<file path="src/rtl/seq_det_pkg.sv">
// Shared types for the programmable serial pattern detector.
package seq_det_pkg;

    typedef enum logic [1:0] {
        ST_IDLE    = 2'b00,
        ST_PARTIAL = 2'b01,
        ST_MATCH   = 2'b10,
        ST_SAT     = 2'b11
    } status_t;

endpackage

</file>
<file path="src/rtl/seq_det_prefix_cmp.sv">
// Combinational comparator: full-pattern match flag and the longest history
// suffix that equals a pattern prefix (bounded by the fill level).
module seq_det_prefix_cmp #(
    parameter int W       = 1,
    parameter int PAT_LEN = 4,
    parameter int FILL_W  = $clog2(PAT_LEN + 1),
    parameter int PROG_W  = $clog2(PAT_LEN)
) (
    input  logic [PAT_LEN*W-1:0] hist,
    input  logic [PAT_LEN*W-1:0] pat,
    input  logic [FILL_W-1:0]    fill,
    output logic                 full,
    output logic [PROG_W-1:0]    pfx
);

    logic ok;

    always_comb begin
        full = (hist == pat) && (fill == FILL_W'(PAT_LEN));
        pfx  = '0;
        ok   = 1'b0;
        // Ascending k, so the last hit is the longest prefix.
        for (int unsigned kk = 1; kk < PAT_LEN; kk++) begin
            ok = (fill >= FILL_W'(kk));
            for (int unsigned j = 0; j < kk; j++) begin
                if (hist[W*(PAT_LEN-kk+j) +: W] != pat[W*j +: W]) begin
                    ok = 1'b0;
                end
            end
            if (ok) begin
                pfx = PROG_W'(kk);
            end
        end
    end

endmodule

</file>
<file path="src/rtl/seq_pattern_detector.sv">
// Runtime-programmable serial pattern detector with overlap control,
// saturating match counter and registered status code.
module seq_pattern_detector
    import seq_det_pkg::*;
#(
    parameter int W       = 1,
    parameter int PAT_LEN = 4,
    parameter int CNT_W   = 8
) (
    input  logic                       clk,
    input  logic                       rst,
    input  logic                       cfg_load,
    input  logic [PAT_LEN*W-1:0]       pattern_in,
    input  logic                       overlap,
    input  logic                       in_valid,
    input  logic [W-1:0]               x,
    input  logic                       cnt_clr,
    output logic                       match,
    output logic [CNT_W-1:0]           match_cnt,
    output logic [$clog2(PAT_LEN)-1:0] prog,
    output logic [1:0]                 y
);

    localparam int FILL_W = $clog2(PAT_LEN + 1);
    localparam int PROG_W = $clog2(PAT_LEN);

    logic [PAT_LEN*W-1:0] pat_q, pat_d;
    logic [PAT_LEN*W-1:0] hist_q, hist_d, hist_sh;
    logic [FILL_W-1:0]    fill_q, fill_d, fill_inc;
    logic [PROG_W-1:0]    prog_q, prog_d, pfx;
    logic [CNT_W-1:0]     cnt_q, cnt_d;
    logic                 match_q, match_d, full;
    status_t              y_q, y_d;

    // hist[0] (low bits) is the oldest symbol; the new beat enters at the top.
    assign hist_sh  = {x, hist_q[PAT_LEN*W-1:W]};
    assign fill_inc = (fill_q == FILL_W'(PAT_LEN)) ? fill_q : fill_q + FILL_W'(1);

    seq_det_prefix_cmp #(
        .W       (W),
        .PAT_LEN (PAT_LEN),
        .FILL_W  (FILL_W),
        .PROG_W  (PROG_W)
    ) u_cmp (
        .hist (hist_sh),
        .pat  (pat_q),
        .fill (fill_inc),
        .full (full),
        .pfx  (pfx)
    );

    always_comb begin
        pat_d   = pat_q;
        hist_d  = hist_q;
        fill_d  = fill_q;
        prog_d  = prog_q;
        cnt_d   = cnt_q;
        match_d = 1'b0;
        if (cfg_load) begin
            pat_d  = pattern_in;
            hist_d = '0;
            fill_d = '0;
            prog_d = '0;
            cnt_d  = '0;
        end else begin
            if (in_valid) begin
                hist_d  = hist_sh;
                fill_d  = fill_inc;
                prog_d  = pfx;
                match_d = full;
                if (full && !overlap) begin
                    fill_d = '0;
                    prog_d = '0;
                end
            end
            if (cnt_clr) begin
                cnt_d = '0;
            end else if (match_d && (cnt_q != '1)) begin
                cnt_d = cnt_q + CNT_W'(1);
            end
        end

        if (match_d) begin
            y_d = ST_MATCH;
        end else if (cnt_d == '1) begin
            y_d = ST_SAT;
        end else if (prog_d != '0) begin
            y_d = ST_PARTIAL;
        end else begin
            y_d = ST_IDLE;
        end
    end

    always_ff @(posedge clk or negedge rst) begin
        if (!rst) begin
            pat_q   <= '0;
            hist_q  <= '0;
            fill_q  <= '0;
            prog_q  <= '0;
            cnt_q   <= '0;
            match_q <= 1'b0;
            y_q     <= ST_IDLE;
        end else begin
            pat_q   <= pat_d;
            hist_q  <= hist_d;
            fill_q  <= fill_d;
            prog_q  <= prog_d;
            cnt_q   <= cnt_d;
            match_q <= match_d;
            y_q     <= y_d;
        end
    end

    assign match     = match_q;
    assign match_cnt = cnt_q;
    assign prog      = prog_q;
    assign y         = y_q;

endmodule

</file>
<file path="config.mk">
export PLATFORM = sky130hd
export DESIGN_NAME = seq_pattern_detector
export DESIGN_NICKNAME = d
export VERILOG_FILES = /design/src/rtl/seq_det_pkg.sv /design/src/rtl/seq_det_prefix_cmp.sv /design/src/rtl/seq_pattern_detector.sv
export SDC_FILE = /design/constraint.sdc
export NUM_CORES = 1
export LEC_CHECK = 0
export BUFFER_PORTS_ARGS = -buffer_cell sky130_fd_sc_hd__buf_2
export CAP_MARGIN = 0
export CORE_MARGIN = 1.5
export CORE_UTILIZATION = 54
export DETAILED_ROUTE_END_ITERATION = 8
export PLACE_DENSITY = 0.78
export SYNTH_ARGS = -nofsm -noshare
export SYNTH_HDL_FRONTEND = slang
export SYNTH_HIERARCHICAL = 1
export SYNTH_SLANG_ARGS = --single-unit
</file>
<file path="constraint.sdc">
create_clock -name clk -period 3.9 [get_ports clk]
set_clock_uncertainty 0.15 [all_clocks]
set_input_delay 0.78 -clock clk [delete_from_list [all_inputs] [get_ports clk]]
set_output_delay 0.78 -clock clk [all_outputs]
set_load 0.05 [all_outputs]
</file>
==> results, run 1 <==
- The flow ran to the end, and the final reports show no timing, DRC or antenna violations.
- Adding up every negative setup slack in the final design gives 0 ns.
- The first global-routing pass estimated 4.53 mm of wire.
- The total die area is between 2000 and 3000 sq um.
- In this run the vertical extent of the chip is roughly 53 microns.
- The headroom to the max-slew limit is 51.2%.
- For this run, asynchronously set or reset flops after synthesis account for 100%.
- The sequential cell area fraction in the yosys report is 42.8%.
- After clock tree synthesis, the clock-pin slew on the worst setup and hold paths is 0.13 ns.
- Measured in cells, the most critical reg-to-reg path has a length of 13.
- The synthesized netlist devotes roughly 8.5% of its cell area to XOR and XNOR gates.
- The synthesized design devotes to its leading area cell type 42.8% of total area.
- The worst setup path is captured at a register.
- The reported leakage power is ~0.68 nW.
- After synthesis, the mean cell area works out to 10.2 sq um.
- For this design, the slowest cell found on the critical path is sky130_fd_sc_hd__nor4_1.
- The number of setup buffers added after CTS is 0.
- The latest clock arrival within the worst-skew pair is around 0.30 ns.
- After the last flow step, the layout net total stands at 170.
- The largest family of logic cells by synthesized area is simple AND/OR/NAND/NOR gates.
- For this run, the number of Yosys warnings is 6.
- The biggest area contributor in the post-synthesis netlist is sky130_fd_sc_hd__dfrtp_1.
- In this run the remaining antenna-violating nets after routing total 0.
- The actual transition at the worst max-transition pin is 0.725 ns.
- The routability-driven placement congestion ratio is just under 0.9.
- The number of remaining DRC errors is 0.
- STA classifies the critical path startpoint as a register.
- In this run the count of I/O pins placed on the die edge is 24.
- Once the floorplan was initialized, standard cells occupied 59.2% of the core.
- In this run, synthesis inferred 0 flip-flops with an integrated enable.
- The number of antenna violations at the first check in global routing is 0.
- The quantity of gates resized following cts is 0.
- After synthesis, the share of cell area in mux cells is 6.32%.
- In this run the worst hold path is classified as in -> async.
- The synthesized flop and latch total is 23.
- The library cells used most frequently in the layout, excluding fill and tap cells, are 23 x sky130_fd_sc_hd__dfrtp_1, 23 x sky130_fd_sc_hd__buf_2, 13 x sky130_fd_sc_hd__nor2_1, 12 x sky130_fd_sc_hd__nand2_1, 10 x sky130_fd_sc_hd__xor2_1.
- Data on the critical path arrives at its endpoint at 3.51 ns.
- The tree is rooted in a sky130_fd_sc_hd__clkbuf_4.
- The critical path class is reg -> reg.
- The largest vdd supply drop is 0.279 mV.
- The sum of overflow across all layers after global routing is 0.
- Input and output buffers added on the ports amount to 23.
- Entering global routing, the biggest net connects 24 pins.
- The post-route netlist has 27.7% of its cells at a drive strength greater than 1.
- CTS built an H-tree with a depth of 1.
- The total clock sinks is 23.
- By area the synthesized netlist is led by sky130_fd_sc_hd__dfrtp_1 43%, sky130_fd_sc_hd__xor2_1 6.5%, sky130_fd_sc_hd__nor2_1 3.6%, sky130_fd_sc_hd__mux2_2 3.3%, sky130_fd_sc_hd__nand2_1 3.3%.
- The netlist area before placement is 1350 sq um.
- In this run, post-CTS hold repair placed 0 buffers.
- The final worst hold slack is 0.267 ns.
- The sum of net half-perimeters after detailed placement is 2.01 mm.
- The area growth from synthesis to layout is 10.7%.
- The instance count of the mapped netlist is 132.
- Setup repair after global routing left no endpoint under its margin.
- The number of slew-limit violations in the final report came to 0.
- The number of design-rule violations left by the first detailed-router iteration is 25.
- Synthesis instantiated 45 different standard cells from the library.
- In the routed layout, each cell is associated on average with a via count of 6.01.
- The synthesized netlist devotes between 10% and 20% of its cell area to compound gates.
- The average routed wire per standard cell is 14.3 microns.
- The main flop type after synthesis is sky130_fd_sc_hd__dfrtp_1.
- The die boundary width is 52.9 microns.
- The total count of hold-check failures in the final report was 0.
- The placed instance area is 1460 sq um.
- The simple-gate share of the synthesized area is 20.1%.
- Buffers inserted during clock tree synthesis total 3.
- The number of violations of the max-capacitance limit is 0.
- The repair_antennas step left the layout with diodes totalling 0.
- In this run the core area contains 17 standard-cell rows.
- After layout, the minimum clock period comes to 3.44 ns.
- The core region is approximately 2300 sq um.
- Data on the critical path is required at its endpoint by 3.97 ns.
- The maximum buffer depth of the clock tree is 2.
- The maximum fanout encountered on the critical timing path is 6.
- Based on the critical path, the design can be clocked at up to roughly 290 MHz.
- The critical path goes through inv_1 -> ha_1 -> nand2_1 -> nand2_1 -> o21ai_0 -> nor2_1 -> nand3_1 -> nor4_1 -> nand3_1 -> nor4_1 -> mux2i_1 -> nand2_1 -> o31ai_2.
- The total power density per cell area is 297 nW/um^2.
- Counting the fill cells in the layout gives 188.
- The via count of the first global-routing pass is 1,028.
- After Yosys synthesis, full adders, half adders and majority gates account for 2.79% of the synthesized area.
- The maximum cell stage delay along the critical path is between 0.5 and 0.6 ns.
- The number of iterations in the first detailed-routing pass is 4.
- The final route contains 1,100 vias.
- The total of endpoints with negative setup slack in the final report is 0.
- The total non-filler cell area in the finished layout is 1490 sq um.
- The design draws 0.000442 W.
- Among the stages of the critical path, the cell type that occurs most often is sky130_fd_sc_hd__nand2_1.
- The final worst-path cycle share is 88.1%.
- The TritonCTS clock tree is yes.
- The number of nets in the synthesized netlist is around 150.
- Across every metal layer, demand over resource in global routing totals ~22%.
- The final layout contains routed wiring with a total length of 2.62 mm.
[cells in the mapped netlist (2+ instances only)]
| cell type | instances |
|---|---|
| sky130_fd_sc_hd__dfrtp_1 | 23 |
| sky130_fd_sc_hd__nor2_1 | 13 |
| sky130_fd_sc_hd__nand2_1 | 12 |
| sky130_fd_sc_hd__xor2_1 | 10 |
| sky130_fd_sc_hd__a21oi_1 | 4 |
| sky130_fd_sc_hd__mux2_2 | 4 |
| sky130_fd_sc_hd__mux2i_1 | 4 |
| sky130_fd_sc_hd__nand3_1 | 4 |
| sky130_fd_sc_hd__o21ai_0 | 4 |
| sky130_fd_sc_hd__a22o_1 | 3 |
| sky130_fd_sc_hd__and2_2 | 3 |
| sky130_fd_sc_hd__ha_1 | 3 |
| sky130_fd_sc_hd__o22ai_1 | 3 |
| sky130_fd_sc_hd__xnor2_1 | 3 |
| sky130_fd_sc_hd__a22o_2 | 2 |
| sky130_fd_sc_hd__buf_6 | 2 |
| sky130_fd_sc_hd__inv_1 | 2 |
| sky130_fd_sc_hd__nand4_1 | 2 |
| sky130_fd_sc_hd__nand4b_1 | 2 |
| sky130_fd_sc_hd__nor3_1 | 2 |
| sky130_fd_sc_hd__nor4_1 | 2 |
| sky130_fd_sc_hd__o31ai_1 | 2 |
[metal layers]
metal / vias to the layer above / share of wire (%) / GRT usage (%)
li1: 530 / - / -
met1: 536 / 46 / 31.3
met2: 32 / 49 / 35.0
met3: 2 / 4.2 / 2.54
met4: 0 / 0.65 / 6.84
met5: - / 0 / 0
[power by group]
group	switching [W]	internal [W]
Sequential	0.0000104	0.000249
Combinational	0.0000454	0.0000292
Clock	0.0000685	0.0000398
[worst paths after layout]
kind	startpoint	to	slack, ns
setup reg to reg	fill_q[0]	y[0]	0.46
min in group clk	prog[0]	prog[0]	0.39
hold / removal	rst	match_cnt[6]	0.27
max in group asynchronous	rst	hist_q[3]	3.00
setup / recovery	fill_q[0]	y[0]	0.46
hold reg to reg	prog[0]	prog[0]	0.39
[sequential cells by signal, indices dropped and copies added, names as in the netlist]
signal and count:
prog 2, match_cnt 8, hist_q 3, y 2, fill_q 3, pat_q 4
match 1
[layout make-up]
class                           instances  area [sq um]  share of cell area (%)
Multi-Input combinational cell        103           731                    49.0
Sequential cell                        23           576                    38.6
Timing Repair Buffer                   23           115                    7.72
Tap cell                               28          35.0                    2.35
Clock buffer                            4          26.3                    1.76
Inverter                                2          7.51                   0.504
[through the flow]
stage                     std cells  utilization, %  worst slack, ns
after floorplan                 132               -             1.02
after global placement          179            64.3            0.765
after detailed placement        179            64.3            0.528
after CTS                       183            65.5            0.471
after global routing            183            65.5           0.0844
final                           183            65.5            0.465
[cell families (layout without fill, tap and decap cells)]
kind of cell             Yosys count  after routing
XOR/XNOR                          13             13
AND/OR/NAND/NOR                   50             50
adder cells (fa/ha/maj)            3              3
flip-flops                        23             23
AO/OA/AOI/OAI                     29             29
buffers and inverters              6             29
multiplexers                       8              8
[worst max-delay path, delay by kind of cell, from the launching register on]
| family | cells | cell delay [ns] |
|---|---|---|
| buf+inv | 1 | 0.10 |
| simple gates | 8 | 1.84 |
| mux | 1 | 0.28 |
| compound gates | 2 | 0.40 |
| flops | 1 | 0.43 |
| fa+ha+maj | 1 | 0.17 |
Note: power is estimated with default switching activity, not from simulation.
==> inputs of run 2 (changes only) <==
- ABC_CLOCK_PERIOD_IN_PS: unset -> 3900
- MAX_ROUTING_LAYER: unset -> met4
==> run 2 against run 1 <==
  * First-iteration DRC count decreased by 40%
  * Non-clock buffer count unchanged
  * Sequential power barely moved
  * Maximum frequency up 1.4%
  * Cell count unchanged
  * Combinational power increased by 2%
  * Clock-buffer cell count decreased by 1
  * Worst hold slack worse by 0.0019 ns
==> results, run 2 (synthesis gave the netlist of run 1 again) <==
- The cell type with the highest occurrence count on the critical path is sky130_fd_sc_hd__nand2_1.
- The worst register-to-register path ends at y[0].
- The area growth from synthesis to layout is 10.8% (about the same).
- The number of ports placed on the die boundary is 24 (unchanged).
- The total count of hold-check failures in the final report is 0 (unchanged).
- The net load switching power came to 0.000126 W (+1.2%).
- The core utilization of the finished layout is 65.5% (about the same).
- The sum of buffers and inverters on the critical path came to 1 (unchanged).
- Leaving out fill and tap cells, the most frequent cells in the layout are 23 x sky130_fd_sc_hd__dfrtp_1, 23 x sky130_fd_sc_hd__buf_2, 13 x sky130_fd_sc_hd__nor2_1, 12 x sky130_fd_sc_hd__nand2_1, 10 x sky130_fd_sc_hd__xor2_1.
- The launch point of the worst reg-to-reg path is fill_q[0].
- The actual transition at the worst max-transition pin is 0.726 ns (+0.000551 ns).
- The headroom to the max-slew limit is 51.2% (about the same).
- The latest clock arrival within the worst-skew pair is 0.31 ns (about the same).
- The number of nets with antenna violations after routing is 0 (unchanged).
- The number of remaining DRC errors was 0 (unchanged).
- The die boundary width is 52.9 microns (unchanged).
- The fraction of power spent switching nets was 28.5% (+0.35 points).
- Setup repair after global routing left no endpoint under its margin.
- The maximum fanout encountered on the critical timing path is 6 (unchanged).
- The endpoint type of the worst setup path is a register.
- The depth of the CTS H-tree is 1 (unchanged).
- The row count is 17 (unchanged).
- The critical path capture point is y[0].
- The post-CTS setup repair buffer count is 0 (unchanged).
- The worst-case reg-to-reg path depth is 13 (unchanged).
- Broken down by cell family, the worst path's largest delay share belongs to simple AND/OR/NAND/NOR gates.
- The final setup slack of the worst path was 0.511 ns (+0.0463 ns).
- The worst endpoint data arrival time is 3.46 ns (-0.05 ns).
- The final worst-path cycle share came to 86.9% (-1.2 points).
- The critical path depth in cells is 13 (unchanged).
- The final total negative setup slack is 0 ns (unchanged).
- The number of violations of the max-capacitance limit is 0 (unchanged).
- Among all stages on the critical path, the largest delay is contributed by sky130_fd_sc_hd__nor4_1.
- The average routed wire per standard cell was 15.2 microns (+6.3%).
- The aggregate global-route resource usage is 24.1% (+2.1 points).
- The number of iterations in the first detailed-routing pass is 4 (unchanged).
- The sum of net half-perimeters after detailed placement is 2.08 mm (+3.3%).
- The combinational fraction of design power is 17.2% (+0.3 points).
- The first-pass GRT wire length is 4.83 mm (+6.6%).
- The routability-driven placement congestion ratio is 0.928 (+4.2%).
- The reported leakage power is 0.684 nW (+0.40%).
- The effective utilization at floorplan is 59.2% (unchanged).
- The share of layout cells above drive strength 1 is 28.4% (+0.65 points).
- The library cell used as clock root buffer is sky130_fd_sc_hd__clkbuf_4.
- The count of placed standard cells in the final layout, fillers left out is 183 (unchanged).
- The number of antenna violations at the first check in global routing is 0 (unchanged).
- The average via count per standard cell is 6.20 (+3.2%).
- The maximum buffer depth of the clock tree is 2 (unchanged).
- TritonCTS built the clock tree.
- The total die area is 2800 sq um (unchanged).
- The detailed-route via count was 1,135 (+3.2%).
- The count of filler cells inserted in the layout was 179 (-4.8%).
- The total clock sinks is 23 (unchanged).
- The total of endpoints with negative setup slack in the final report is 0 (unchanged).
- The number of flip-flops under the largest register name is 8 (unchanged).
- The count of antenna diodes in the layout is 0 (unchanged).
- The clock transition at the registers of the reported paths is 0.12 ns (about the same).
- The placed cell count was 179 (unchanged).
- The share of total power in the clock network is 24.1% (-0.4 points).
- The design internal power is 0.000316 W (-0.48%).
- The placeable core region is 2280 sq um (unchanged).
- The quantity of gates resized following cts is 0 (unchanged).
- The via count of the first global-routing pass came to 1,068 (+3.9%).
- The number of design-rule violations left by the first detailed-router iteration is 15 (-40%).
- The maximum number of pins on one net before global-route repair is 24 (unchanged).
- In this run the worst hold path is classified as in -> async.
- The largest vdd supply drop was 0.260 mV (-7.0%).
- The port buffer count is 23 (unchanged).
- The post-cts hold buffer count was 0 (unchanged).
- The maximum cell stage delay along the critical path is 0.57 ns (about the same).
- The floorplan die height came to 52.9 microns (unchanged).
- The portion of total power attributed to sequential cells is 58.7% (about the same).
- The final net count is 170 (unchanged).
- The internal reg-to-reg setup slack is 0.51 ns (+0.05 ns).
- The shortest period the worst path allows is 3.39 ns (-0.0463 ns).
- The total power density per cell area is 296 nW/um^2 (about the same).
- The worst setup path is launched from a register.
- The worst setup slack after placement is 0.605 ns (+0.0774 ns).
- The launch point of the worst path is fill_q[0].
- The routed wire length is 2.78 mm (+6.3%).
- The number of slew-limit violations in the final report is 0 (unchanged).
- Walking the worst path, the cells encountered are inv_1 -> ha_1 -> nand2_1 -> nand2_1 -> o21ai_0 -> nor2_1 -> nand3_1 -> nor4_1 -> nand3_1 -> nor4_1 -> mux2i_1 -> nand2_1 -> o31ai_2.
- The achievable frequency came to 295 MHz (+1.4%).
- By startpoint and endpoint, the worst setup path is classified as reg -> reg.
- The sum of overflow across all layers after global routing is 0 (unchanged).
- The number of buffers added by the clock tree synthesis step is 3 (unchanged).
- The run finished with clean final reports.
- The required time reported for the critical path endpoint was 3.97 ns (about the same).
[run 2: cell types whose count changed in the layout (fill, tap and decap cells not counted)]
cell | before | now
sky130_fd_sc_hd__clkinv_2 | 0 | 1
sky130_fd_sc_hd__clkbuf_1 | 1 | 0
[run 2: power by group through the flow]
stage | Combinational [W] | Clock (W) | Sequential (W)
after global routing | 0.0000841 | 0.000124 | 0.000261
after detailed placement | 0.0000761 | 0 | 0.000264
final | 0.0000760 | 0.000107 | 0.000259
after global placement | 0.0000731 | 0 | 0.000263
after floorplan | 0.0000442 | 0 | 0.000273
after CTS | 0.0000765 | 0.000111 | 0.000259
[run 2: worst register-to-register path, cell delays in order (launching register included)]
cell and delay [ns]:
sky130_fd_sc_hd__dfrtp_1 0.43, sky130_fd_sc_hd__inv_1 0.10, sky130_fd_sc_hd__ha_1 0.17, sky130_fd_sc_hd__nand2_1 0.09
sky130_fd_sc_hd__nand2_1 0.07, sky130_fd_sc_hd__o21ai_0 0.20, sky130_fd_sc_hd__nor2_1 0.16, sky130_fd_sc_hd__nand3_1 0.08
sky130_fd_sc_hd__nor4_1 0.57, sky130_fd_sc_hd__nand3_1 0.27, sky130_fd_sc_hd__nor4_1 0.41, sky130_fd_sc_hd__mux2i_1 0.28
sky130_fd_sc_hd__nand2_1 0.11, sky130_fd_sc_hd__o31ai_2 0.21
[run 2: area by class of cell]
cell class	count	area (sq um)	area share [%]
clock inverter	1	5.00	0.336
inverter	2	7.51	0.503
sequential	23	576	38.6
tap	28	35.0	2.35
multi-input combinational	103	731	49.0
clock buffer	3	22.5	1.51
timing repair buffer	23	115	7.72
[run 2: per-stage QoR]
step / cell area (sq um) / hold WS, ns / total power, W
after floorplan: 1350 / 0.334 / 0.000317
after global placement: 1460 / 0.365 / 0.000336
after detailed placement: 1460 / 0.375 / 0.000340
after CTS: 1490 / 0.282 / 0.000447
after global routing: 1490 / 0.287 / 0.000470
final: 1490 / 0.265 / 0.000442
[run 2: per-layer routing]
layer / GRT usage (%) / vias to the layer above / wire length [microns]
li1: - / 531 / -
met1: 29.5 / 567 / 1240
met2: 41.0 / 35 / 1380
met3: 5.93 / 2 / 151
met4: 3.85 / 0 / 17
met5: - / - / 0
[run 2: worst min path at each step]
stage | end | cells past startpoint
final | fill_q[0] | 1
after global routing | fill_q[0] | 1
after CTS | match_cnt[0] | 1
after detailed placement | prog[0] | 1
after global placement | prog[0] | 1
after floorplan | fill_q[0] | 0
